**src/rtl/top_vector_sequencer.sv**
```systemverilog
// -----------------------------------------------------------------------------
// top_vector_sequencer
//
// On-chip stimulus sequencer for the TOP datapath. A small table holds input
// vectors and expected outputs. A run applies each vector to TOP's X/Y/Z
// inputs, waits SETTLE cycles for TOP to settle, and compares TOP's A/B/C
// outputs with the expected value. The run reports pass/fail counts and the
// index of the first failing vector.
//
// Build option:
//   TOP_SEQ_STOP_ON_FAIL_EN  - when defined, the first mismatch ends the run
//                              at its compare edge. When undefined, every
//                              requested vector is always run.
//
// Parameters:
//   ADDR_W  vector table address width, DEPTH = 2**ADDR_W entries
//   SETTLE  cycles from driving a vector to comparing outputs (1..15)
//
// Ports:
//   clk             system clock, all state on the rising edge
//   rst             synchronous active-high reset
//   start           begin a run (accepted only when idle)
//   num_vec         vectors to run, clamped to DEPTH, sampled with start
//   wr_en           table write strobe, dropped while busy
//   wr_addr         table entry to write
//   wr_stim         stimulus {X, Y[7:0], Z[0:5]}, X is bit 14
//   wr_exp          expected {A[31:0], B, C}, C is bit 0
//   x_o/y_o/z_o     drive TOP.X / TOP.Y / TOP.Z (Z index 0 is z_o[5])
//   a_i/b_i/c_i     observe TOP.A / TOP.B / TOP.C
//   busy            run in progress
//   done            one-cycle pulse at the end of a run
//   pass_cnt        vectors that matched
//   fail_cnt        vectors that mismatched
//   first_fail_vld  at least one mismatch in this run
//   first_fail_idx  index of the first mismatch
// -----------------------------------------------------------------------------
module top_vector_sequencer #(
   parameter int ADDR_W = 4,
   parameter int SETTLE = 1
) (
   input  logic              clk,
   input  logic              rst,
   input  logic              start,
   input  logic [ADDR_W:0]   num_vec,
   input  logic              wr_en,
   input  logic [ADDR_W-1:0] wr_addr,
   input  logic [14:0]       wr_stim,
   input  logic [33:0]       wr_exp,
   output logic              x_o,
   output logic [7:0]        y_o,
   output logic [5:0]        z_o,
   input  logic [31:0]       a_i,
   input  logic              b_i,
   input  logic              c_i,
   output logic              busy,
   output logic              done,
   output logic [ADDR_W:0]   pass_cnt,
   output logic [ADDR_W:0]   fail_cnt,
   output logic              first_fail_vld,
   output logic [ADDR_W-1:0] first_fail_idx
);

   localparam int              DEPTH    = 2 ** ADDR_W;
   localparam logic [ADDR_W:0] DEPTH_L  = (ADDR_W + 1)'(DEPTH);
   localparam logic [3:0]      SETTLE_L = 4'(SETTLE);

   typedef enum logic [1:0] {
      S_IDLE,
      S_DRIVE,
      S_WAIT
   } state_t;

   // Table entry layout: [48:34] stimulus, [33:0] expected response.
   logic [48:0]       tbl_q [DEPTH];

   state_t            state_q;
   logic [ADDR_W-1:0] idx_q;
   logic [ADDR_W:0]   num_q;
   logic [3:0]        cnt_q;
   logic              busy_q;
   logic              done_q;
   logic              x_q;
   logic [7:0]        y_q;
   logic [5:0]        z_q;
   logic [ADDR_W:0]   pass_q;
   logic [ADDR_W:0]   fail_q;
   logic              ffv_q;
   logic [ADDR_W-1:0] ffi_q;

   logic [48:0]       ent;
   logic [14:0]       ent_stim;
   logic [33:0]       ent_exp;
   logic [ADDR_W:0]   num_clamp;
   logic              mismatch;
   logic              last_vec;
   logic              settle_end;
   logic              stop_now;

   // Table write port; the table only changes between runs.
   always_ff @(posedge clk) begin
      if (wr_en && !busy_q) begin
         tbl_q[wr_addr] <= {wr_stim, wr_exp};
      end
   end

   always_comb begin
      ent        = tbl_q[idx_q];
      ent_stim   = ent[48:34];
      ent_exp    = ent[33:0];
      num_clamp  = (num_vec > DEPTH_L) ? DEPTH_L : num_vec;
      mismatch   = ({a_i, b_i, c_i} != ent_exp);
      // num_q is never 0 while a run is active, so the subtraction cannot wrap.
      last_vec   = ({1'b0, idx_q} == (num_q - 1'b1));
      // The counter is loaded with SETTLE in DRIVE; the edge that takes it
      // from 1 to 0 is the compare edge.
      settle_end = (cnt_q == 4'd1);
`ifdef TOP_SEQ_STOP_ON_FAIL_EN
      stop_now   = last_vec || mismatch;
`else
      stop_now   = last_vec;
`endif
   end

   always_ff @(posedge clk) begin
      if (rst) begin
         state_q <= S_IDLE;
         idx_q   <= '0;
         num_q   <= '0;
         cnt_q   <= '0;
         busy_q  <= 1'b0;
         done_q  <= 1'b0;
         x_q     <= 1'b0;
         y_q     <= '0;
         z_q     <= '0;
         pass_q  <= '0;
         fail_q  <= '0;
         ffv_q   <= 1'b0;
         ffi_q   <= '0;
      end else begin
         done_q <= 1'b0;
         case (state_q)
            S_IDLE: begin
               if (start) begin
                  num_q  <= num_clamp;
                  pass_q <= '0;
                  fail_q <= '0;
                  ffv_q  <= 1'b0;
                  ffi_q  <= '0;
                  idx_q  <= '0;
                  if (num_clamp == '0) begin
                     // Empty run: report completion without ever going busy.
                     done_q <= 1'b1;
                  end else begin
                     busy_q  <= 1'b1;
                     state_q <= S_DRIVE;
                  end
               end
            end

            S_DRIVE: begin
               // Z index 0 already sits in the MSB of the stimulus Z field,
               // which is where z_o[5] expects it.
               x_q     <= ent_stim[14];
               y_q     <= ent_stim[13:6];
               z_q     <= ent_stim[5:0];
               cnt_q   <= SETTLE_L;
               state_q <= S_WAIT;
            end

            S_WAIT: begin
               cnt_q <= cnt_q - 4'd1;
               if (settle_end) begin
                  if (mismatch) begin
                     fail_q <= fail_q + 1'b1;
                     if (!ffv_q) begin
                        ffv_q <= 1'b1;
                        ffi_q <= idx_q;
                     end
                  end else begin
                     pass_q <= pass_q + 1'b1;
                  end
                  if (stop_now) begin
                     done_q  <= 1'b1;
                     busy_q  <= 1'b0;
                     state_q <= S_IDLE;
                  end else begin
                     idx_q   <= idx_q + 1'b1;
                     state_q <= S_DRIVE;
                  end
               end
            end

            default: begin
               state_q <= S_IDLE;
               busy_q  <= 1'b0;
            end
         endcase
      end
   end

   assign x_o            = x_q;
   assign y_o            = y_q;
   assign z_o            = z_q;
   assign busy           = busy_q;
   assign done           = done_q;
   assign pass_cnt       = pass_q;
   assign fail_cnt       = fail_q;
   assign first_fail_vld = ffv_q;
   assign first_fail_idx = ffi_q;

endmodule
```
**config.mk**
```make
export PLATFORM = sky130hd
export DESIGN_NAME = top_vector_sequencer
export DESIGN_NICKNAME = d
export VERILOG_FILES = /design/src/rtl/top_vector_sequencer.sv
export SDC_FILE = /design/constraint.sdc
export NUM_CORES = 1
export LEC_CHECK = 0
export CAP_MARGIN = 20
export CORE_MARGIN = 10
export CORE_UTILIZATION = 60
export CTS_CLUSTER_SIZE = 28
export DETAILED_ROUTE_END_ITERATION = 6
export GPL_TIMING_DRIVEN = 1
export PLACE_DENSITY = 0.9
export SLEW_MARGIN = 20
export SYNTH_ARGS = -nofsm -noshare
export SYNTH_HDL_FRONTEND = slang
export SYNTH_SLANG_ARGS = --single-unit
```
**constraint.sdc**
```tcl
create_clock -name clk -period 8.9 [get_ports clk]
set_clock_uncertainty 0.15 [all_clocks]
set_input_delay 2.67 -clock clk [delete_from_list [all_inputs] [get_ports clk]]
set_output_delay 2.67 -clock clk [all_outputs]
set_load 0.01 [all_outputs]
```
==> results of run 1 <==
==> through the flow <==
step	power, mW	instance area, µm²	setup slack [ns]	hold WS (ns)	cells
after floorplan	4.95	33100	1.66	0.300	1622
after global placement	5.19	35000	3.01	0.312	2404
after detailed placement	5.23	35000	2.95	0.327	2404
after CTS	8.38	37400	3.26	0.335	2547
after global routing	8.57	37500	2.93	0.358	2551
final	8.38	37500	3.07	0.336	2553
==> area by class of cell <==
cell class / count / area (µm²) / area share (%)
Multi-Input combinational cell: 696 / 8040 / 21.5
Tap cell: 704 / 881 / 2.35
Clock buffer: 103 / 2110 / 5.63
Inverter: 17 / 71.3 / 0.190
Timing Repair Buffer: 153 / 1500 / 4.00
Sequential cell: 835 / 24600 / 65.6
Clock inverter: 40 / 268 / 0.715
Antenna cell: 5 / 12.5 / 0.0334
==> path summary, 6_finish.rpt <==
kind	startpoint	endpoint	slack, ns	cells past startpoint
worst max-delay path	flop	pass_cnt[4]	3.07	10
worst min-delay path	first_fail_idx[3]	first_fail_idx[3]	0.34	2
worst max register to register	flop	pass_cnt[4]	3.07	10
worst min register to register	first_fail_idx[3]	first_fail_idx[3]	0.34	2
==> per-layer routing <==
metal  up-vias  part of all wire [%]
li1       6966                     -
met3       279                    11
met1      9176                    34
met4        14                   4.3
met5         -                 0.099
met2      1614                    51
==> report_power, final <==
group / total, mW / leakage [nW] / switching [mW] / internal (mW)
Combinational: 0.728 / 2.91 / 0.428 / 0.299
Sequential: 4.46 / 7.49 / 0.0618 / 4.40
Clock: 3.19 / 1.15 / 1.45 / 1.74
==> registers in the layout, summed over array words and instances (netlist names), 2 cells and up, named ones only <==
register        flops
state_q             2
idx_q               4
cnt_q               4
z_o                 6
first_fail_idx      4
fail_cnt            5
y_o                 8
num_q               5
tbl_q             784
pass_cnt            5
==> layout by cell type (no fill, tap or decap), types with 10 or more instances in the layout <==
master,Yosys,final
nand2b_1,10,10
mux4_1,20,20
nor2_1,63,51
nor2_4,0,12
clkinv_2,0,11
clkdlybuf4s50_1,0,127
clkbuf_1,17,22
xnor2_1,19,19
clkinv_1,0,19
clkbuf_16,0,81
nand3_1,17,17
xor2_1,44,44
a21oi_1,20,20
mux4_2,153,153
a221oi_1,11,11
buf_4,8,24
dfxtp_1,51,47
nand2_1,37,37
mux2i_1,138,138
inv_1,16,16
edfxtp_1,784,784
mux2_2,16,16
a31oi_1,12,12
a22oi_1,16,16
==> cell families after synthesis <==
logic type	count (synthesis)	synth area share [%]
DFF	835	74.2
xor gates and xnor gates	63	1.67
muxes	327	16.7
AOI/OAI and AO/OA	102	2.24
adders and majority gates	10	0.378
and+or+nand+nor	194	2.96
buffers and inverters	91	1.79
==> critical path, stage by stage (launching register included) <==
cell and delay [ns]:
dfxtp_4 1.02, buf_4 0.63, nor2b_1 0.35, a22o_1 0.30, a221oi_1 0.54, xor2_1 0.19, a2111oi_0 0.70, nand4_1 0.55
or4_1 0.81, a21oi_2 0.22, mux2i_1 0.20
==> impl_metrics.py, run 1 <==
metrics = {
    "run_status": {
        "run_status": "finished with violations",
        "violations": "design-rule violations",
    },
    "clocking": {
        "clkTransAtPathRegs_ns": 0.06,
        "clock_latency_ns": 0.64,
        "cts_tree": "built",
        "cts.sinks": 835,
        "htree_levels": 3,
        "root_buffer": "clkbuf_16",
        "cts_hold_buf": 0,
        "cts_setup_buffers": 0,
        "clockBufferDepth": 3,
        "ctsResizeCount": 0,
        "cts_inserted_buffers": 78,
    },
    "global_route": {
        "antenna_found_initial": 12,
        "met3_usage_pct": 6.05,
        "grt_pass1_wl_um": 126000,
        "busiest_layer": "met2",
        "use_met1_pct": 33.4,
        "overflow": 0,
        "grt_pass1_vias": 18300,
        "grt_max_degree": 128,
        "grtUsageTotal_pct": 27.0,
        "met2_usage_pct": 44.8,
    },
    "logic_synthesis": {
        "synthFlopType": "edfxtp_1",
        "syn_nets": 1728,
        "ys_types": 68,
        "yosys_warnings": 0,
        "synth-edff-count": 784,
        "syn_avg_cell_area_um2": 20.4,
        "yosysSeqAreaShare_pct": 74.2,
        "synth_top_area_share_pct": 71.2,
        "yosys-top-cells-count": "784 x edfxtp_1, 153 x mux4_2, 138 x mux2i_1",
        "syn_inst": 1622,
        "syn_area_um2": 33100,
        "ys_ff_latch": 835,
        "synth_top_area_cell": "edfxtp_1",
        "synth_most_common_cell": "edfxtp_1",
        "async_reset_ff_share_pct": 0,
        "synth_area_leaders": "edfxtp_1 71%, mux4_2 10%, mux2i_1 4.2%, dfxtp_1 3.1%, mux4_1 1.6%",
    },
    "flow_run": {
        "maxCapViolCount": 0,
    },
    "worst_setup_path": {
        "worstPathMaxFanout": 59,
        "crit_path_end_kind": "flop",
        "start_kind": "flop",
        "crit_arrival_ns": 6.23,
        "worstPathRequired_ns": 9.30,
        "critPathKind": "flop to flop",
    },
    "drt": {
        "drt_iter0_markers": 2894,
        "final_antenna_net_count": 0,
        "vias": 18000,
        "drt_wl_total_um": 87000,
        "wire_per_inst_um": 34.1,
        "drc": 6,
        "viasPerCell": 7.07,
        "drtPass1Iterations": 7,
    },
    "final_layout": {
        "fillerInstances": 3026,
        "final_util_pct": 68.3,
        "syn_to_final_growth_pct": 13.2,
        "drive_gt1_share_pct": 18.0,
        "nNetsFinal": 1887,
    },
    "floorplanning": {
        "rows": 86,
        "die_w_um": 255,
        "initial_core_util_pct": 60.3,
        "die_area_um2": 64900,
        "num_io_pins": 128,
        "design.core.area_um2": 54900,
        "die_height_um": 255,
    },
    "power_and_ir_drop": {
        "leakage_nw": 11.6,
        "p_per_area_nw_per_um2": 224,
        "vdd_drop_max_mv": 0.135,
    },
    "timing": {
        "setup_viol": 0,
        "setup_tns_ns": 0,
        "fmax_ghz": 0.171,
        "final.period_utilization_pct": 65.6,
        "relSlewSlack_pct": 22.8,
        "period_needed_ns": 5.83,
        "slew_violations": 0,
        "rsz0062_at_grt": "false",
        "final_hold_viol_count": 0,
        "worst_pin_slew_ns": 1.16,
    },
    "placed_design": {
        "gp_congestion": 0.795,
        "io_buffers": 127,
        "dpl.hpwl_um": 42500,
    },
    "worst_hold_path": {
        "worstHoldPathType": "flop to flop",
    },
}
(Power assumes the default switching activity.)
==> inputs of run 2 (changes only) <==
Clock period 8.9 ns to 6.1 ns, I/O delays scaled along.
==> run 2 against run 1 <==
Effect of this change: the flow still finishes with violations (design-rule violations); setup slack worse by 2.0 ns; routed wire length is essentially flat; critical path depth decreased by 1; non-clock buffer count rose by 12; count of clock-buffer cells in the layout down 6; maximum frequency grew 16%; design area is 0.98% higher; clock power rose by 57%; utilization grew 0.67 points; final cell count grew 0.43%; sequential share of layout area down 0.63 points; register-to-register slack lost 2.0 ns; highest routed layer unchanged.
==> impl_metrics.py, run 2 (synthesized netlist as in run 1, its figures left out) <==
metrics = {
    "floorplanning": {
        "design.core.area_um2": 54900,
        "die_area_um2": 64900,
        "rows": 86,
        "die_height_um": 255,
        "initial_core_util_pct": 60.3,
        "die_w_um": 255,
        "num_io_pins": 128,
    },
    "timing": {
        "fmax_ghz": 0.200,
        "relSlewSlack_pct": 28.3,
        "final.period_utilization_pct": 82.1,
        "final_hold_viol_count": 0,
        "setup_viol": 0,
        "whs_ns": 0.336,
        "setup_ws_ns": 1.09,
        "worst_pin_slew_ns": 1.08,
        "period_needed_ns": 5.01,
        "setup_tns_ns": 0,
        "rsz0062_at_grt": "false",
        "slew_violations": 0,
    },
    "drt": {
        "wire_per_inst_um": 33.9,
        "drc": 7,
        "drtPass1Iterations": 7,
        "drt_iter0_markers": 2845,
        "drt_wl_total_um": 87000,
        "final_antenna_net_count": 0,
        "vias": 18100,
        "viasPerCell": 7.07,
    },
    "worst_setup_path": {
        "worstPathMaxFanout": 50,
        "critPathKind": "flop to flop",
        "crit_arrival_ns": 5.39,
        "worstPathRequired_ns": 6.48,
        "crit_path_end_kind": "flop",
        "start_kind": "flop",
    },
    "power_and_ir_drop": {
        "vdd_drop_max_mv": 0.194,
        "p_per_area_nw_per_um2": 333,
        "leakage_nw": 11.7,
    },
    "global_route": {
        "antenna_found_initial": 8,
        "grt_pass1_wl_um": 127000,
        "grt_max_degree": 53,
        "overflow": 0,
        "grt_pass1_vias": 18400,
        "grtUsageTotal_pct": 27.0,
    },
    "clocking": {
        "cts_setup_buffers": 0,
        "cts_inserted_buffers": 77,
        "clkTransAtPathRegs_ns": 0.07,
        "ctsResizeCount": 0,
        "cts_tree": "built",
        "htree_levels": 3,
        "cts_hold_buf": 0,
        "root_buffer": "clkbuf_16",
        "clock_latency_ns": 0.64,
        "clockBufferDepth": 3,
        "cts.sinks": 835,
    },
    "run_status": {
        "run_status": "finished with violations",
        "violations": "design-rule violations",
    },
    "placed_design": {
        "pre_cts_slack_ns": 0.864,
        "gp_congestion": 0.799,
        "post-place-cells": 2417,
        "io_buffers": 127,
        "dpl.hpwl_um": 43200,
    },
    "final_layout": {
        "mostFrequentLayoutCells": "784 x edfxtp_1, 153 x mux4_2, 138 x mux2i_1",
        "syn_to_final_growth_pct": 14.3,
        "regMostFlops": "tbl_q",
        "nNetsFinal": 1898,
        "drive_gt1_share_pct": 19.3,
        "largest_reg_flops": 784,
        "layout.cells.most_common": "edfxtp_1",
        "layoutNonFillerInstCount": 2564,
    },
    "flow_run": {
        "maxCapViolCount": 0,
    },
    "worst_hold_path": {
        "min_from": "cnt_q[1]",
        "worstHoldPathType": "flop to flop",
    },
}
==> run 2: worst paths after layout <==
kind	to	slack (ns)	cells past startpoint
min reg2reg	cnt_q[1]	0.34	2
max	fail_cnt[1]	1.09	9
max reg2reg	fail_cnt[1]	1.09	9
min	cnt_q[1]	0.34	2
==> run 2: layer usage <==
metal	vias to the layer above	global-route usage [%]	part of all wire, %
met3	301	5.71	12
li1	7001	-	-
met4	6	12.9	4.5
met2	1676	44.1	50
met1	9141	34.4	34
met5	-	0	0.044
==> run 2: critical path, cell delays in order (launching register included) <==
cell and delay (ns):
dfxtp_4 0.94, buf_4 0.53, mux2i_1 0.16, a221oi_1 0.61, mux2i_1 0.24, a2111oi_0 0.54, nand4_1 0.44, or4_1 0.77
mux2i_1 0.19, o31ai_1 0.25
==> run 2: power by group <==
part / leakage [nW] / internal, mW / switching, mW / total [mW]
clock: 1.26 / 2.86 / 2.16 / 5.02
sequential: 7.49 / 6.41 / 0.0973 / 6.51
combinational: 2.99 / 0.443 / 0.627 / 1.07
total: 11.7 / 9.72 / 2.88 / 12.6
==> run 2: final cells by class <==
cell class / instances / area [µm²]
inverters: 17 / 71.3
diodes: 6 / 15.0
multi-input cells: 696 / 8060
fillers: 2969 / 17000
well taps: 704 / 881
flip-flops and latches: 835 / 24600
repair buffers: 165 / 1630
clock inverters: 44 / 563
clock buffers: 97 / 2030
==> run 2: stage by stage <==
step	cell area, µm²	power, mW	util [%]
2_1_floorplan	33100	7.22	-
3_3_place_gp	35200	7.57	64.2
3_5_place_dp	35200	7.64	64.2
4_1_cts	37800	12.6	68.9
5_1_grt	37800	12.9	68.9
6_report	37800	12.6	68.9
